`config.mk`:
```
export PLATFORM = sky130hd
export DESIGN_NAME = pulse_scheduler
export DESIGN_NICKNAME = d
export VERILOG_FILES = /design/src/rtl/pulse_scheduler.sv
export SDC_FILE = /design/constraint.sdc
export NUM_CORES = 1
export LEC_CHECK = 0
export ABC_CLOCK_PERIOD_IN_PS = 2400
export BUFFER_PORTS_ARGS = -buffer_cell sky130_fd_sc_hd__buf_2
export CAP_MARGIN = 20
export CORE_AREA = 2 2 52 78
export CTS_BUF_LIST = sky130_fd_sc_hd__clkbuf_8
export DETAILED_ROUTE_END_ITERATION = 12
export DIE_AREA = 0 0 54 80
export PLACE_DENSITY = 0.88
export SYNTH_ARGS = -nofsm -noshare
export SYNTH_HDL_FRONTEND = slang
export SYNTH_SLANG_ARGS = --single-unit
```
`constraint.sdc`:
```
create_clock -name clock -period 2.4 [get_ports clock]
set_input_delay 0.48 -clock clock [delete_from_list [all_inputs] [get_ports clock]]
set_output_delay 0.48 -clock clock [all_outputs]
set_load 0.02 [all_outputs]
```
`src/rtl/pulse_scheduler.sv`:
```
// Round-robin arbiter in front of one delayed-pulse generator: grant, DELAY cycles, WIDTH-cycle pulse, done strobe.
// Latency: grant one edge after req is seen; all outputs registered; requests are ignored while a service is in flight.
module pulse_scheduler #(
    parameter int N  = 4,
    parameter int CW = 8
) (
    input  logic          clock,
    input  logic          reset,
    input  logic [N-1:0]  req,
    input  logic [CW-1:0] delay_cfg,
    input  logic [CW-1:0] width_cfg,
    output logic [N-1:0]  grant,
    output logic          signal,
    output logic          busy,
    output logic [N-1:0]  done
);

    localparam int IW = (N > 1) ? $clog2(N) : 1;

    typedef enum logic [1:0] {
        S_IDLE,
        S_DELAY,
        S_PULSE,
        S_DONE
    } state_t;

    state_t        r_state;
    logic [CW-1:0] r_cnt;
    logic [CW-1:0] r_width;
    logic [IW-1:0] r_rr_ptr;
    logic [IW-1:0] r_idx;

    logic          w_found;
    logic [IW-1:0] w_win;
    logic [IW-1:0] w_idx;
    logic [N-1:0]  w_win_oh;
    logic [CW-1:0] w_width;
    logic [IW-1:0] w_rr_next;

    // First requester at or after the round-robin pointer, wrapping around.
    always_comb begin
        w_found = 1'b0;
        w_win   = '0;
        w_idx   = '0;
        for (int i = 0; i < N; i++) begin
            w_idx = IW'((int'(r_rr_ptr) + i) % N);
            if (!w_found && req[w_idx]) begin
                w_found = 1'b1;
                w_win   = w_idx;
            end
        end
    end

    assign w_win_oh  = N'(1) << w_win;
    assign w_width   = (width_cfg == '0) ? CW'(1) : width_cfg;
    assign w_rr_next = (r_idx == IW'(N - 1)) ? '0 : r_idx + 1'b1;

    always_ff @(posedge clock or posedge reset) begin
        if (reset) begin
            r_state  <= S_IDLE;
            r_cnt    <= '0;
            r_width  <= '0;
            r_rr_ptr <= '0;
            r_idx    <= '0;
            grant    <= '0;
            signal   <= 1'b0;
            busy     <= 1'b0;
            done     <= '0;
        end else begin
            case (r_state)
                S_IDLE: begin
                    done <= '0;
                    if (w_found) begin
                        grant   <= w_win_oh;
                        r_idx   <= w_win;
                        r_width <= w_width;
                        busy    <= 1'b1;
                        if (delay_cfg == '0) begin
                            r_state <= S_PULSE;
                            r_cnt   <= w_width;
                            signal  <= 1'b1;
                        end else begin
                            r_state <= S_DELAY;
                            r_cnt   <= delay_cfg;
                        end
                    end
                end
                S_DELAY: begin
                    if (r_cnt == CW'(1)) begin
                        r_state <= S_PULSE;
                        r_cnt   <= r_width;
                        signal  <= 1'b1;
                    end else begin
                        r_cnt <= r_cnt - 1'b1;
                    end
                end
                S_PULSE: begin
                    if (r_cnt == CW'(1)) begin
                        r_state <= S_DONE;
                        r_cnt   <= '0;
                        signal  <= 1'b0;
                        done    <= grant;
                    end else begin
                        r_cnt <= r_cnt - 1'b1;
                    end
                end
                S_DONE: begin
                    r_state  <= S_IDLE;
                    grant    <= '0;
                    done     <= '0;
                    busy     <= 1'b0;
                    r_rr_ptr <= w_rr_next;
                end
                default: r_state <= S_IDLE;
            endcase
        end
    end

endmodule

```
==> summary.txt, run 1 <==
Drt
  – Via count: about 1.9k
  – DRT Wirelength: 5.31 mm
  – Via density: 6.34
  – Pre-antenna DRT Iters: 4
  – Final ANT Viol Nets: 0
  – Drt wl/cell: 17.9 µm
  – Residual DRC: 0
  – Drt initial violations: 64

Synth
  – Post-Synth XOR/XNOR Area: 0.00425
  – Netlist Area Pre-Place: 0.00206 mm²
  – Synth warn: 0
  – EDFF count, synth: 0
  – Simple-Gate Fraction of Synth Area: 0.181
  – Mean area per synthesized cell: 9.54 µm²
  – Top FF cell, synth: dfrtp_1
  – Seq/Total Area, Yosys: 0.389
  – Syn_nets: between 200 and 250
  – Post-synthesis register bit count: 32
  – Adder-cell area share of the yosys netlist: 0.0546
  – Post-synthesis mux area share: 0.0686
  – Compound-Gate Fraction of Synth Area: 0.260
  – Fraction of registers with async set or reset after synthesis: 1.00
  – Main combinational cell family by area after synthesis: compound AO/OA/AOI/OAI gates
  – Mapped Cells: ~220
  – Cell variety after synth: 50

Critical path
  – CP peak stage delay: between 0.5 and 0.6 ns
  – Worst Path Arrival: between 2 and 2.5 ns
  – Most numerous cell on the critical path: o21ai_0
  – Startpoint types: flip-flop
  – CP max FO: 5
  – CP Capture Type: flip-flop
  – Slowest CP cell: or4b_4
  – Req. time, crit path: around 2.6 ns
  – CP Class: flip-flop to flip-flop
  – Worst path cell trace: inv_1 > ha_1 > or4b_4 > o21ai_0 > o21ai_0 > a221o_1

Layout
  – Fill count: roughly 310
  – Diode count: 0
  – Area Growth Syn to Fin: 15.1%
  – Layout cells sized above 1: 0.264
  – Final #Nets: between 200 and 300
  – Layout Cells excl Fill: between 200 and 300
  – Fin util: 0.650

Timing
  – Max-slew violation count: 0
  – Worst-Margin Slew: 0.477 ns
  – Setup tns final: 0 ns
  – Clock period minus worst slack: approximately 2.0 ns
  – Max-slew headroom: 0.678
  – RSZ-0062 raised after global routing: no
  – Fmax: about 0.5 GHz
  – Setup Viol. Count Final: 0
  – Post-Route Skew: between 0.01 and 0.015 ns
  – Fin crit share: 0.847
  – Final Hold Fails: 0

Placed design
  – Post-DP HPWL: around 4.0 mm
  – I/O Buffers: 31
  – Placed cell count: ~290
  – Routability cong.: about 1

Global routing
  – Largest net degree at the start of global routing: 33
  – Total GRT Usage: 0.283
  – GR Overflow Total: 0
  – First-pass GRT wire length: 8.83 mm
  – Initial antenna violation count: 0
  – Vias in the first global route: between 1.5k and 2k

Clock tree
  – Skew-Pair Late Insertion Delay: just under 0.3 ns
  – Clock Path Buffers: 2
  – Clock Sinks: 32
  – Htree depth: 2
  – Post CTS Setup Buffer Count: 0
  – Hold Buf Count CTS: 0
  – CTS buffer count: 5
  – CTS tree: yes
  – CTS root buffer: clkbuf_8
  – # resized after CTS: 0
  – Clock-pin slew on the worst setup and hold paths: 0.07 ns

Floorplanning
  – Initial Utilization: 0.565
  – Core Rows: 27
  – Top Ports: 32
  – Die Wd: 54 µm
  – Core box area: roughly 0.0036 mm²
  – Die Ht: approximately 80 µm
  – Die area: between 0.004 and 0.005 mm²

Power
  – Switch share: 0.452
  – Worst VDD drop: 0.890 mV
  – Sequential group share of total power: 0.310
  – PwrDens: 1340 mW/mm²
  – Switching Power: roughly 1.4 mW
  – Power share of the combinational group: 0.556
  – Pleak: ~1.0 nW
  – Pint: 1.75 mW
  – Clock Power Share: 0.134

Hold path
  – Min-Delay Path Class: input port to asynchronous set/reset pin

Status
  – Status: completed

Job
  – Max cap viols: 0
-- layout by cell type, fill, tap and decap left out, types with 5 or more instances in the layout --
cell and n:
mux2_2 9, o31ai_1 5, nor2_1 13, dfrtp_1 32, buf_2 31, o21ai_0 12
clkbuf_8 6, nand2_1 20, a21oi_1 13, a31oi_1 7, nand3_1 5, ha_1 9
inv_1 15, buf_4 7
-- cells in the mapped netlist, drive strengths merged (4+ instances only) --
cell type / instances / area [µm²]
o22ai: 4 / 25.0
nor2: 13 / 48.8
mux2i: 4 / 40.0
a21o: 4 / 31.3
inv: 13 / 48.8
mux2: 9 / 101
o31ai: 5 / 37.5
a31oi: 7 / 43.8
o21ai: 12 / 60.1
nand2: 20 / 75.1
o21a: 4 / 30.0
dfrtp: 32 / 801
clkbuf: 5 / 18.8
nand3: 5 / 25.0
a21oi: 14 / 73.8
o211ai: 4 / 30.0
ha: 9 / 113
nor4: 5 / 50.1
-- critical path, delay by kind of cell (launching register included) --
kind | cells | cell delay, ns
AO/OA/AOI/OAI | 3 | 0.66
flip-flops | 1 | 0.41
buffers and inverters | 1 | 0.11
AND/OR/NAND/NOR | 1 | 0.52
adder cells (fa/ha/maj) | 1 | 0.23
-- flip-flops by register name, summed over array words and instances (netlist names) --
register  flops
busy          1
r_width       8
r_state       2
grant         4
r_rr_ptr      2
done          4
signal        1
r_idx         2
r_cnt         8
-- metal layers --
metal  global-route usage  vias up  wire [µm]
met3               0.0524       26        317
met1                0.328      892       1980
met4                0.173        0        316
met5                    0        -          0
met2                0.463       85       2690
li1                     -      880          -
-- layout make-up --
cell class / count / area (µm²) / share of cell area
clock buffers: 6 / 82.6 / 0.0348
well taps: 43 / 53.8 / 0.0227
repair buffers: 38 / 208 / 0.0876
clock inverters: 2 / 7.51 / 0.00316
flip-flops and latches: 32 / 801 / 0.338
multi-input cells: 163 / 1170 / 0.494
inverters: 13 / 48.8 / 0.0206
-- cell families after synthesis --
family / count (synthesis)
compound gates: 74
xor+xnor: 1
fa+ha+maj: 9
buf+inv: 21
flops: 32
mux: 13
simple gates: 66
-- power groups by stage --
stage / clock network [mW] / logic (mW) / registers [mW]
after global placement: 0 / 1.71 / 0.980
after floorplan: 0 / 1.33 / 0.959
after CTS: 0.435 / 1.76 / 0.988
after detailed placement: 0 / 1.75 / 0.998
after global routing: 0.452 / 1.97 / 1.03
final: 0.426 / 1.77 / 0.990
-- worst paths after layout --
| kind | startpoint | endpoint | slack, ns | cells after the start |
|---|---|---|---|---|
| setup / recovery | r_cnt[1] | r_cnt[2] | 0.37 | 6 |
| hold / removal | reset | done[2] | 0.25 | 3 |
| setup reg to reg | r_cnt[1] | r_cnt[2] | 0.37 | 6 |
| hold reg to reg | busy | busy | 0.49 | 2 |
| max in group asynchronous | reset | r_idx[0] | 1.83 | 3 |
| min in group clock | width_cfg[5] | r_width[5] | 0.46 | 2 |
-- per-stage QoR --
stage / setup slack [ns] / instance area (µm²) / total power, mW / hold WS, ns
after detailed placement: 0.409 / 2280 / 2.75 / 0.478
after global placement: 0.446 / 2280 / 2.69 / 0.461
after floorplan: 0.567 / 2060 / 2.29 / 0.450
after global routing: 0.149 / 2370 / 3.44 / 0.303
after CTS: 0.382 / 2370 / 3.18 / 0.273
final: 0.367 / 2370 / 3.19 / 0.252
Power figures use the tool's default switching activity.
==> run 2: changes to the inputs <==
- ABC_CLOCK_PERIOD_IN_PS: 2400 -> 2000
- clock period: 2.4 -> 2 ns (I/O delays scaled with it)
==> run 2 against run 1 <==
Against the previous run: setup slack worse by 0.32 ns; utilization is 2.5 points higher; routed wire length increased by 3.2%; design area is 3.8% higher; worst hold slack got worse by 0.066 ns; largest cell class unchanged; first-iteration DRC count up 38%; global-route usage shrank 0.45 points; largest power group unchanged; register-to-register slack worse by 0.32 ns; cell count grew 2.7%; total power rose by 30%.
==> summary.txt, run 2 (synthesized netlist as in run 1, its figures left out) <==
Global routing
  – Total GRT Usage: 0.278 (-0.00447)
  – Vias in the first global route: 1898 (+4.6%)
  – Initial antenna violation count: 0 (unchanged)
  – First-pass GRT wire length: 8.65 mm (-2.1%)
  – Largest net degree at the start of global routing: 33 (unchanged)
  – GR Overflow Total: 0 (unchanged)

Timing
  – Max-slew headroom: 0.722 (+0.0436)
  – Setup Viol. Count Final: 0 (unchanged)
  – Max-slew violation count: 0 (unchanged)
  – Final Hold Fails: 0 (unchanged)
  – Fmax: 0.513 GHz (+4.2%)
  – Fin crit share: 0.976 (+0.128)
  – Post-Route Skew: 0.0104 ns (+0.000120 ns)
  – Hold Slack: 0.186 ns (-0.0661 ns)
  – Worst-Margin Slew: 0.417 ns (-0.0604 ns)
  – Setup ws final: 0.0489 ns (-0.318 ns)
  – Clock period minus worst slack: 1.95 ns (-0.0824 ns)

Drt
  – Drt wl/cell: 18.0 µm (+0.50%)
  – Pre-antenna DRT Iters: 4 (unchanged)
  – Via density: 6.33 (-0.14%)
  – Final ANT Viol Nets: 0 (unchanged)
  – Via count: 1931 (+2.5%)
  – Residual DRC: 0 (unchanged)
  – Drt initial violations: 88 (+38%)
  – DRT Wirelength: 5.48 mm (+3.2%)

Critical path
  – Most numerous cell on the critical path: o21ai_0
  – Slowest CP cell: or4b_4
  – CP Class: flip-flop to flip-flop
  – Req. time, crit path: 2.19 ns (-0.39 ns)
  – Buf/Inv on CP: 1 (unchanged)
  – CP top delay family: compound AO/OA/AOI/OAI gates
  – WP depth: 6 (unchanged)
  – CP Capture Type: flip-flop
  – Worst Path Arrival: 2.14 ns (-0.07 ns)
  – CP peak stage delay: 0.49 ns (-0.03 ns)
  – Worst R2R Path Depth: 6 (unchanged)
  – CP max FO: 5 (unchanged)
  – Worst path cell trace: inv_2 > ha_4 > or4b_4 > o21ai_0 > o21ai_0 > a221o_1
  – Reg-to-reg setup timing slack: 0.05 ns (-0.32 ns)
  – Startpoint types: flip-flop

Floorplanning
  – Die Wd: 54 µm (unchanged)
  – Top Ports: 32 (unchanged)
  – Core box area: 0.00365 mm² (unchanged)
  – Core Rows: 27 (unchanged)
  – Initial Utilization: 0.565 (unchanged)
  – Die area: 0.00432 mm² (unchanged)
  – Die Ht: 80 µm (unchanged)

Clock tree
  – Hold Buf Count CTS: 0 (unchanged)
  – CTS buffer count: 5 (unchanged)
  – Clock Path Buffers: 2 (unchanged)
  – Clock-pin slew on the worst setup and hold paths: 0.08 ns (about the same)
  – Skew-Pair Late Insertion Delay: 0.29 ns (about the same)
  – Clock Sinks: 32 (unchanged)
  – Post CTS Setup Buffer Count: 0 (unchanged)
  – # resized after CTS: 0 (unchanged)
  – CTS tree: yes
  – Htree depth: 2 (unchanged)
  – CTS root buffer: clkbuf_8

Layout
  – Final Cell Area: 0.00246 mm² (+3.8%)
  – Diode count: 0 (unchanged)
  – Top flop regs: r_cnt x8, r_width x8
  – Commonest non-fill, non-tap cell in the layout: dfrtp_1
  – Final #Nets: 292 (+2.8%)
  – Most frequent cells in the layout: 32 x dfrtp_1, 31 x buf_2, 20 x nand2_1
  – Layout cells sized above 1: 0.298 (+0.0339)
  – Multi-input combinational cell area: 0.00118 mm² (+1.1%)
  – Fin util: 0.675 (+0.0247)
  – Register area: 801 µm² (unchanged)
  – Area Growth Syn to Fin: 19.5%
  – Fill count: 305 (-2.6%)

Placed design
  – I/O Buffers: 31 (unchanged)
  – Post-DP HPWL: 4.02 mm (about the same)
  – Worst slack, placed: 0.0713 ns (-0.338 ns)
  – Area post-placement: 0.00234 mm² (+2.6%)
  – Routability cong.: 0.927 (-9.4%)

Power
  – Worst VDD drop: 1.28 mV (+44%)
  – PwrDens: 1680 mW/mm² (+25%)
  – Pleak: 1.09 nW (+4.2%)

Hold path
  – Min-Delay Path Class: input port to asynchronous set/reset pin

Status
  – Status: completed

Job
  – Max cap viols: 0 (unchanged)
[run 2: worst register-to-register path, delay by kind of cell, from the launching register on]
| kind | cells | cell delay, ns |
|---|---|---|
| buf+inv | 1 | 0.11 |
| simple gates | 1 | 0.49 |
| flops | 1 | 0.42 |
| fa+ha+maj | 1 | 0.15 |
| compound gates | 3 | 0.67 |
[run 2: final cells by class]
cell class                 instances  share of cell area
inverter                          13              0.0198
clock inverter                     3              0.0158
clock buffer                       5              0.0279
tap                               43              0.0218
timing repair buffer              46               0.109
sequential                        32               0.325
multi-input combinational        163               0.481
[run 2: stage by stage]
stage          total power, mW  TNS [ns]  std cells
6_report                  4.13         0        305
3_3_place_gp              3.34         0        297
5_1_grt                   4.41   -0.0538        305
3_5_place_dp              3.43         0        297
4_1_cts                   4.07         0        305
2_1_floorplan             2.74         0        216
[run 2: power by group]
group | switching [mW] | total (mW) | internal [mW]
sequential | 0.265 | 1.19 | 0.921
clock | 0.256 | 0.620 | 0.365
combinational | 1.31 | 2.33 | 1.02
total | 1.83 | 4.13 | 2.30
[run 2: routing by layer]
metal,GRT usage,vias up,part of all wire
li1,-,894,-
met1,0.299,944,0.38
met2,0.502,78,0.53
met3,0.0562,15,0.058
met4,0.118,0,0.030
met5,0,-,0
[run 2: path summary, 6_finish.rpt]
kind                                   start         end
worst min-delay path                   reset    r_cnt[1]
worst min register to register          busy        busy
worst max register to register      r_cnt[1]    r_cnt[2]
min in group clock              width_cfg[3]  r_width[3]
max in group asynchronous              reset  r_width[4]
worst max-delay path                r_cnt[1]    r_cnt[2]
